[config.mk]
export PLATFORM = sky130hd
export DESIGN_NAME = tiger_round
export DESIGN_NICKNAME = d
export VERILOG_FILES = /design/src/rtl/tiger_round.sv
export SDC_FILE = /design/constraint.sdc
export NUM_CORES = 2
export LEC_CHECK = 0
export BUFFER_PORTS_ARGS = -buffer_cell sky130_fd_sc_hd__buf_2
export CORE_AREA = 2 2 290 292
export DETAILED_ROUTE_END_ITERATION = 10
export DIE_AREA = 0 0 292 294
export PLACE_DENSITY = 0.69
export SLEW_MARGIN = 20
export SYNTH_ARGS = -nofsm -noshare
export SYNTH_HDL_FRONTEND = slang
export SYNTH_SLANG_ARGS = --single-unit
[constraint.sdc]
create_clock -name i_clk -period 6.8 [get_ports i_clk]
set_input_delay 0.68 -clock i_clk [delete_from_list [all_inputs] [get_ports i_clk]]
set_output_delay 0.68 -clock i_clk [all_outputs]
set_load 0.02 [all_outputs]
[src/rtl/tiger_round.sv]
// tiger_round: sequential Tiger round step engine.
// Reads the four registered Tiger S-box ROMs (tables A-D) over two lookup
// cycles and returns the updated a, b, c for one round per start.
// The multiply by 5/7/9 is done by shift-add only.
// Optional macro TIGER_ROUND_MUL_PIPE_EN splits the final multiply into a
// shift stage (MUL) and an add/subtract stage (MUL2). This adds one cycle
// of latency. The results are the same with or without the macro.
module tiger_round (
  input  logic        i_clk,
  input  logic        i_rst_n,
  input  logic        i_start,
  output logic        o_ready,
  input  logic [63:0] i_a,
  input  logic [63:0] i_b,
  input  logic [63:0] i_c,
  input  logic [63:0] i_x,
  input  logic [1:0]  i_mul,
  output logic [63:0] o_a,
  output logic [63:0] o_b,
  output logic [63:0] o_c,
  output logic        o_done,
  output logic [7:0]  o_sa_addr,
  output logic [7:0]  o_sb_addr,
  output logic [7:0]  o_sc_addr,
  output logic [7:0]  o_sd_addr,
  input  logic [63:0] i_sa_data,
  input  logic [63:0] i_sb_data,
  input  logic [63:0] i_sc_data,
  input  logic [63:0] i_sd_data
);

  typedef enum logic [2:0] {
    S_IDLE,
    S_LK0,
    S_LK1,
    S_ACC,
    S_MUL,
    S_MUL2,
    S_DONE
  } state_e;

  state_e      state_q, state_d;
  logic [63:0] a_q, b_q, c_q;      // latched a, b and c' = c ^ x
  logic [1:0]  mul_q;              // 0 -> x5, 1 -> x7, 2/3 -> x9
  logic [63:0] ap_q;               // a' once the even lookups return
  logic [63:0] sum_q;              // b + odd-lookup XOR
  logic [63:0] oa_q, ob_q, oc_q;
  logic        accept;
  logic [63:0] even_xor, odd_xor;
  logic [63:0] shl, prod;
  logic        mul_sub;

  assign o_ready = (state_q == S_IDLE) || (state_q == S_DONE);
  assign o_done  = (state_q == S_DONE);
  assign accept  = i_start && o_ready;

  // The even lookup data arrives in LK1. The odd lookup data arrives in ACC.
  assign even_xor = i_sa_data ^ i_sb_data ^ i_sc_data ^ i_sd_data;
  assign odd_xor  = i_sd_data ^ i_sc_data ^ i_sb_data ^ i_sa_data;

  // Shift-add multiply. x5 = (s<<2)+s, x7 = (s<<3)-s, x9 = (s<<3)+s.
  assign mul_sub = (mul_q == 2'd1);
  assign shl     = (mul_q == 2'd0) ? (sum_q << 2) : (sum_q << 3);
  assign prod    = mul_sub ? (shl - sum_q) : (shl + sum_q);

  // State register
  // NOTE: sequential state uses non-blocking (<=) so every flop samples pre-edge values.
  always_ff @(posedge i_clk or negedge i_rst_n) begin
    if (!i_rst_n) state_q <= S_IDLE;
    else          state_q <= state_d;
  end

  // Next-state logic; starts while busy are dropped, not queued
  // NOTE: default assignment first so no path through this block infers a latch.
  always_comb begin
    state_d = state_q;
    case (state_q)
      S_IDLE: if (i_start) state_d = S_LK0;
      S_LK0:  state_d = S_LK1;
      S_LK1:  state_d = S_ACC;
      S_ACC:  state_d = S_MUL;
`ifdef TIGER_ROUND_MUL_PIPE_EN
      S_MUL:  state_d = S_MUL2;
      S_MUL2: state_d = S_DONE;
`else
      S_MUL:  state_d = S_DONE;
`endif
      S_DONE: state_d = i_start ? S_LK0 : S_IDLE;
      default: state_d = S_IDLE;
    endcase
  end

  // S-box addresses decoded from the registered state and c' only
  always_comb begin
    o_sa_addr = 8'h00;
    o_sb_addr = 8'h00;
    o_sc_addr = 8'h00;
    o_sd_addr = 8'h00;
    if (state_q == S_LK0) begin
      o_sa_addr = c_q[7:0];
      o_sb_addr = c_q[23:16];
      o_sc_addr = c_q[39:32];
      o_sd_addr = c_q[55:48];
    end else if (state_q == S_LK1) begin
      o_sd_addr = c_q[15:8];
      o_sc_addr = c_q[31:24];
      o_sb_addr = c_q[47:40];
      o_sa_addr = c_q[63:56];
    end
  end

  // Round datapath: latch inputs, fold lookup data, accumulate
  always_ff @(posedge i_clk or negedge i_rst_n) begin
    if (!i_rst_n) begin
      a_q   <= '0;
      b_q   <= '0;
      c_q   <= '0;
      mul_q <= '0;
      ap_q  <= '0;
      sum_q <= '0;
    end else begin
      if (accept) begin
        a_q   <= i_a;
        b_q   <= i_b;
        c_q   <= i_c ^ i_x;
        mul_q <= i_mul;
      end
      if (state_q == S_LK1) ap_q  <= a_q - even_xor;
      if (state_q == S_ACC) sum_q <= b_q + odd_xor;
    end
  end

`ifdef TIGER_ROUND_MUL_PIPE_EN
  logic [63:0] term_q, addend_q;
  logic        sub_q;

  // MUL stage: register the shifted term and the addend
  always_ff @(posedge i_clk or negedge i_rst_n) begin
    if (!i_rst_n) begin
      term_q   <= '0;
      addend_q <= '0;
      sub_q    <= 1'b0;
    end else if (state_q == S_MUL) begin
      term_q   <= shl;
      addend_q <= sum_q;
      sub_q    <= mul_sub;
    end
  end

  // MUL2 stage: final add/subtract and load all results together
  always_ff @(posedge i_clk or negedge i_rst_n) begin
    if (!i_rst_n) begin
      oa_q <= '0;
      ob_q <= '0;
      oc_q <= '0;
    end else if (state_q == S_MUL2) begin
      ob_q <= sub_q ? (term_q - addend_q) : (term_q + addend_q);
      oa_q <= ap_q;
      oc_q <= c_q;
    end
  end
`else
  // MUL stage: complete the multiply and load all results together
  always_ff @(posedge i_clk or negedge i_rst_n) begin
    if (!i_rst_n) begin
      oa_q <= '0;
      ob_q <= '0;
      oc_q <= '0;
    end else if (state_q == S_MUL) begin
      ob_q <= prod;
      oa_q <= ap_q;
      oc_q <= c_q;
    end
  end
`endif

  assign o_a = oa_q;
  assign o_b = ob_q;
  assign o_c = oc_q;

endmodule
# == Yosys cells after proc, flatten, opt, wreduce, memory -nomap -nowiden ==
# Index checks and enable logic that the tools add are counted.
# totals
out_inout_bits,226
elab_cells,45
register_bits,517
input_bits,517
# op_classes
n_reduce_logical,4
n_addsub,4
n_eq_ne,7
muxes,13
bitwise,7
# op_table
op,n
$xor 64x64->64,7
$add 64x64->64,2
$mux 64,2
$sub 64x64->64,2
$mux 8,8
$pmux 3 s6,1
$eq 3x2->1 const B,2
$eq 3x3->1 const B,2
$eq 3x1->1 const B,1
$logic_not 3->1,1
$mux 3,1
$eq 2x1->1 const B,1
$logic_not 2->1,1
$ne 2x2->1 const B,1
$logic_and 1x1->1,1
$logic_or 1x1->1,1
$mux 1,1

# == Depth between registers and ports, before layout ==
# depth
ltp_word,4
depth_mapped,22
ltp_nobuf,21

# == Worst setup path after synthesis ==
# Ideal clock, no wire load.
# synth_timing
path_type,register -> register
from,register sum_q[0]
to,register ob_q[60] (netlist: o_b[60])
path_stages_with_launch,19
synth_period_minus_slack_ps,4728
arrival_time_ps,4591
n_path_buf,0
setup_time_ps,136
path_slack_ps,2072
t_required_ps,6664
cell_sequence,dfrtp_1 inv_1 ha_1 nand2b_1 or4_1 or4_1 o31ai_1 xor2_1 ha_1 and2_1 a221oi_1 o21ai_0 a2111oi_2 o211ai_1 a311o_1 a211oi_2 o21ai_1 xnor2_1 o21ai_0
# synth_via
elab_chain_cells,3
elab_cells_between_ends,4
cone_classes,add/sub: 2; mux: 2
# synth_lines
element,line_no,rtl
from (decl),46,logic [63:0] sum_q;
from (signal assigned),129,if (state_q == S_ACC) sum_q <= b_q + odd_xor;
$mux 64,63,assign shl = (mul_q == 2'd0) ? (sum_q << 2) : (sum_q << 3);
$add 64x64->64 or $sub 64x64->64 (tied branches),64,assign prod = mul_sub ? (shl - sum_q) : (shl + sum_q);
$mux 64 (*),64,
to (signal assigned),170,ob_q <= prod;
to (decl),47,"logic [63:0] oa_q, ob_q, oc_q;"
# Every way passes the cells marked *; elsewhere a longest branch is shown, timed or not.
# A chain may end at the register's enable or synchronous reset.

# == Worst setup path in the final report ==
# layout_timing
from,register sum_q[0]
to,register ob_q[61] (netlist: o_b[61])
# The elaborated chain is that of the path after synthesis.

==> out/summary.txt <==
RUN STATUS
----------------------------------------------------------------------------------------
Run status                                                                  complete, no violations

STA
----------------------------------------------------------------------------------------
RSZ-0062 raised after global routing                                                  no
Setup TNS after final layout                                                        0 ps
Pin slew with the least headroom to its limit                                    1020 ps
Final count of negative-setup-slack endpoints                                          0
Worst Skew                                                                       22.3 ps
Final Critical Period                                                            5500 ps
Final hold violations                                                                  0
Fmax                                                                             182 MHz
Final period utilization                                                           0.809
Final slew viol count                                                                  0
Slew headroom                                                                      0.322

FLOORPLAN
----------------------------------------------------------------------------------------
Die footprint                                                               0.0858 sq mm
Placeable core region                                                       0.0829 sq mm
Horizontal extent of the die                                                 292 microns
Die extent in y                                                              294 microns
Count of pins on the block boundary                                                  743
Starting density of the core                                                       0.416
Number of core rows                                                                  106

CRITICAL PATH
----------------------------------------------------------------------------------------
Worst Setup SP                                                              sum_q[0]$_DFFE_PN0N_
Crit end category                                                               register
Worst path bufs/invs                                                                   2
Crit path cell chain                                                        inv_1 > ha_1 > nand2b_1 > or4_1 > or4_1 > inv_1 > nand3_1 > o21ai_0 > xor2_1 > ha_1 > a21o_1 > a21o_1 > a21o_1 > a221o_1 > nand2_1 > o211ai_1 > a31oi_1 > o21ai_0 > a31oi_1 > nor4b_1 > nand3b_1
Data arrival time of the critical path                                           5990 ps
Depth of the most critical reg-to-reg path                                            21
R2r startpoint                                                              sum_q[0]$_DFFE_PN0N_
Kind of cell with the highest combined delay on the critical path           compound AO/OA/AOI/OAI gates
Worst path most repeated cell                                               sky130_fd_sc_hd__a21o_1
Critical path startpoint category                                               register
Max FO, Critical Path                                                                  6
Crit Path Class                                                               reg -> reg
Slack of the worst reg-to-reg path                                               1300 ps
Required time reported for the critical path endpoint                            7290 ps
Slowest-stage cell, CP                                                      sky130_fd_sc_hd__or4_1
Reg-to-Reg End                                                              o_b[61]$_DFFE_PN0P_
Worst path max stage delay                                                        610 ps
Cell count along the critical path                                                    21
Capture point of the critical path                                          o_b[61]$_DFFE_PN0P_

GRT
----------------------------------------------------------------------------------------
Number of global-route vias before repair                                          28.8k
Antenna violations before repair                                                      34
GR Overflow Total                                                                      0
First-pass GRT wire length                                                  171,000 microns
Tot GR Track Use                                                                   0.256
Maximum number of pins on one net before global-route repair                         170

PLACE
----------------------------------------------------------------------------------------
Final HPWL DP                                                               90,700 microns
Total cell area at the placement stage                                      0.0390 sq mm
Port Buffer Count                                                                    742
Weighted congestion reported at the end of routability-driven placement            0.934

PWR
----------------------------------------------------------------------------------------
Internal power summed over all cells                                           13,400 uW
Reported net switching power                                                   12,900 uW
Reg power frac                                                                     0.224
Net switching fraction of the power                                                0.491
Worst-case vdd ir drop                                                        0.000250 V
Clock group share of total power                                                   0.122
Leak                                                                           0.0201 uW
Relative contribution of combinational cells to total power                        0.654
Power per Cell Area                                                          639 mW/mm^2

ROUTE
----------------------------------------------------------------------------------------
Remaining DRCs                                                                         0
Number of search-and-repair iterations in the first detailed-routing pass              5
First DRT Iteration DRCs                                                           2,292
Ratio of routed vias to standard cells                                              5.32
Total vias in the final route                                                      30.2k
Total routed wirelength                                                     114,000 microns
Detail-routed net length per standard cell                                  20.0 microns
Final ANT Viol Nets                                                                    0

YOSYS
----------------------------------------------------------------------------------------
Cells after synthesis                                                              3,911
Fraction of post-synthesis cell area in the top cell type by area                  0.375
Post-Syn Nets                                                                      4,633
Library cell occupying the most area in the post-synthesis netlist          sky130_fd_sc_hd__dfrtp_1
Number of synthesized register bits                                                  517
Post-Syn Area                                                               0.0345 sq mm
Main area contributors after synthesis                                      sky130_fd_sc_hd__dfrtp_1, sky130_fd_sc_hd__nand2_1, sky130_fd_sc_hd__ha_1, sky130_fd_sc_hd__xnor2_1, sky130_fd_sc_hd__mux2_2
Share of the yosys chip area belonging to registers                                0.375
Post-Syn Area per Cell                                                        8.81 sq um
Top FF cell, synth                                                          sky130_fd_sc_hd__dfrtp_1
Post-synth ARST share                                                               1.00
Number of unique standard cell types used by synthesis                                79
Count leader, synth                                                         sky130_fd_sc_hd__nand2_1
Number of flops mapped to enable cells by yosys                                        0
Yosys Warn Count                                                                       0
Leading post-synthesis cells by instance count                              sky130_fd_sc_hd__nand2_1, sky130_fd_sc_hd__dfrtp_1, sky130_fd_sc_hd__a21oi_1

CLOCK NETWORK
----------------------------------------------------------------------------------------
Setup bufs post-CTS                                                                    0
Clock Root Buffer                                                           sky130_fd_sc_hd__clkbuf_16
Clock slew at the register clock pins of the worst setup and hold paths            60 ps
Number of sinks driven by the clock tree                                             517
Deepest level of the CTS H-tree                                                        2
Clock latency at the later pin of the worst-skew pair                             620 ps
CTS-repair resized insts                                                               0
Clock tree from TritonCTS                                                            yes
Number of clock buffers inserted by TritonCTS                                         57
Number of buffers inserted by hold repair at cts                                       0
Clk buf depth                                                                          3

JOB
----------------------------------------------------------------------------------------
Maximum Capacitance Violations                                                         0

LAYOUT
----------------------------------------------------------------------------------------
Synthesis-to-finish area growth                                                    19.0%
Final design instance area without fill                                     0.0410 sq mm
Share of post-route cells with drive strength above 1                              0.236
Number of nets in the final layout                                                 5,265

HOLD PATH
----------------------------------------------------------------------------------------
Kind of path behind the tightest hold check                                  in -> async

[worst register-to-register path, stage by stage (launching register included)]
cell                       delay [ps]
sky130_fd_sc_hd__dfrtp_1          440
sky130_fd_sc_hd__inv_1            150
sky130_fd_sc_hd__ha_1             200
sky130_fd_sc_hd__nand2b_1          90
sky130_fd_sc_hd__or4_1            610
sky130_fd_sc_hd__or4_1            580
sky130_fd_sc_hd__inv_1             90
sky130_fd_sc_hd__nand3_1          120
sky130_fd_sc_hd__o21ai_0          220
sky130_fd_sc_hd__xor2_1           230
sky130_fd_sc_hd__ha_1             310
sky130_fd_sc_hd__a21o_1           210
sky130_fd_sc_hd__a21o_1           170
sky130_fd_sc_hd__a21o_1           190
sky130_fd_sc_hd__a221o_1          360
sky130_fd_sc_hd__nand2_1           70
sky130_fd_sc_hd__o211ai_1          80
sky130_fd_sc_hd__a31oi_1          470
sky130_fd_sc_hd__o21ai_0          240
sky130_fd_sc_hd__a31oi_1          280
sky130_fd_sc_hd__nor4b_1           80
sky130_fd_sc_hd__nand3b_1         190
[worst min path at each step]
stage,start,to,slack [ps],cells past startpoint
5_1_grt,i_rst_n,o_a[14]$_DFFE_PN0P_,60,1
3_5_place_dp,ap_q[8]$_DFFE_PN0P_,o_a[8]$_DFFE_PN0P_,460,2
2_1_floorplan,i_rst_n,a_q[0]$_DFFE_PN0P_,380,0
4_1_cts,i_rst_n,o_a[20]$_DFFE_PN0P_,30,1
3_3_place_gp,ap_q[61]$_DFFE_PN0P_,o_a[61]$_DFFE_PN0P_,450,2
6_report,i_rst_n,o_a[16]$_DFFE_PN0P_,30,1
[cell type report]
type                            count  area, sq um
Sequential cell                   517        12900
Clock inverter                     21          258
Antenna cell                       15         37.5
Timing Repair Buffer              760         3900
Multi-Input combinational cell   3089        20400
Clock buffer                       79         1670
Fill cell                        7821        41900
Tap cell                         1080         1350
Inverter                          118          443
[state kept, by name, summed over array words and instances (netlist names)]
register and flops:
b_q 64, a_q 64, sum_q 64, c_q 64, o_a 64, o_b 64
mul_q 2, o_c 64, state_q 3, ap_q 64
[metrics by stage]
step	setup slack, ps	power (uW)	hold slack, ps	std cells	util
CTS	1310	26200	31.1	5664	0.494
global placement	1430	22700	446	5564	0.471
global route	918	28400	64.5	5674	0.495
detailed placement	1340	22800	456	5564	0.471
floorplan	2070	18200	384	3911	-
finish	1300	26200	31.0	5679	0.495
[layout by cell type, fill, tap and decap left out, drive strengths merged, types with 46 or more instances in the layout]
cell type / netlist / routed
dfrtp: 517 / 517
ha: 203 / 203
xor2: 234 / 234
xnor2: 267 / 267
a21o: 119 / 119
nand2: 744 / 744
nor2: 198 / 198
o21ai: 305 / 305
inv: 118 / 121
clkbuf: 173 / 79
nand4: 46 / 46
mux2: 191 / 191
buf: 14 / 760
a21oi: 305 / 305
[power by group through the flow]
stage	clock network (uW)	registers, uW	logic (uW)
after CTS	3270	5850	17100
after detailed placement	0	5870	16900
final	3200	5870	17200
after global routing	3380	6060	19000
after global placement	0	5840	16900
after floorplan	0	6060	12100
[logic make-up (layout without fill, tap and decap cells)]
group                    count (synthesis)  in the layout  synth area share
multiplexers                           194            194            0.0633
other                                    0             15                 0
adder cells (fa/ha/maj)                205            205            0.0749
AO/OA/AOI/OAI                          993            993             0.176
AND/OR/NAND/NOR                       1196           1196             0.150
flip-flops                             517            517             0.375
buffers and inverters                  305            978            0.0334
XOR/XNOR                               501            501             0.128
[layer usage]
layer	global-route usage	up-vias	share of wire
li1	-	14800	-
met1	0.376	14400	0.47
met2	0.389	882	0.44
met3	0.0468	153	0.067
met4	0.0593	18	0.021
met5	0	-	0.00095
Power figures use the tool's default switching activity.
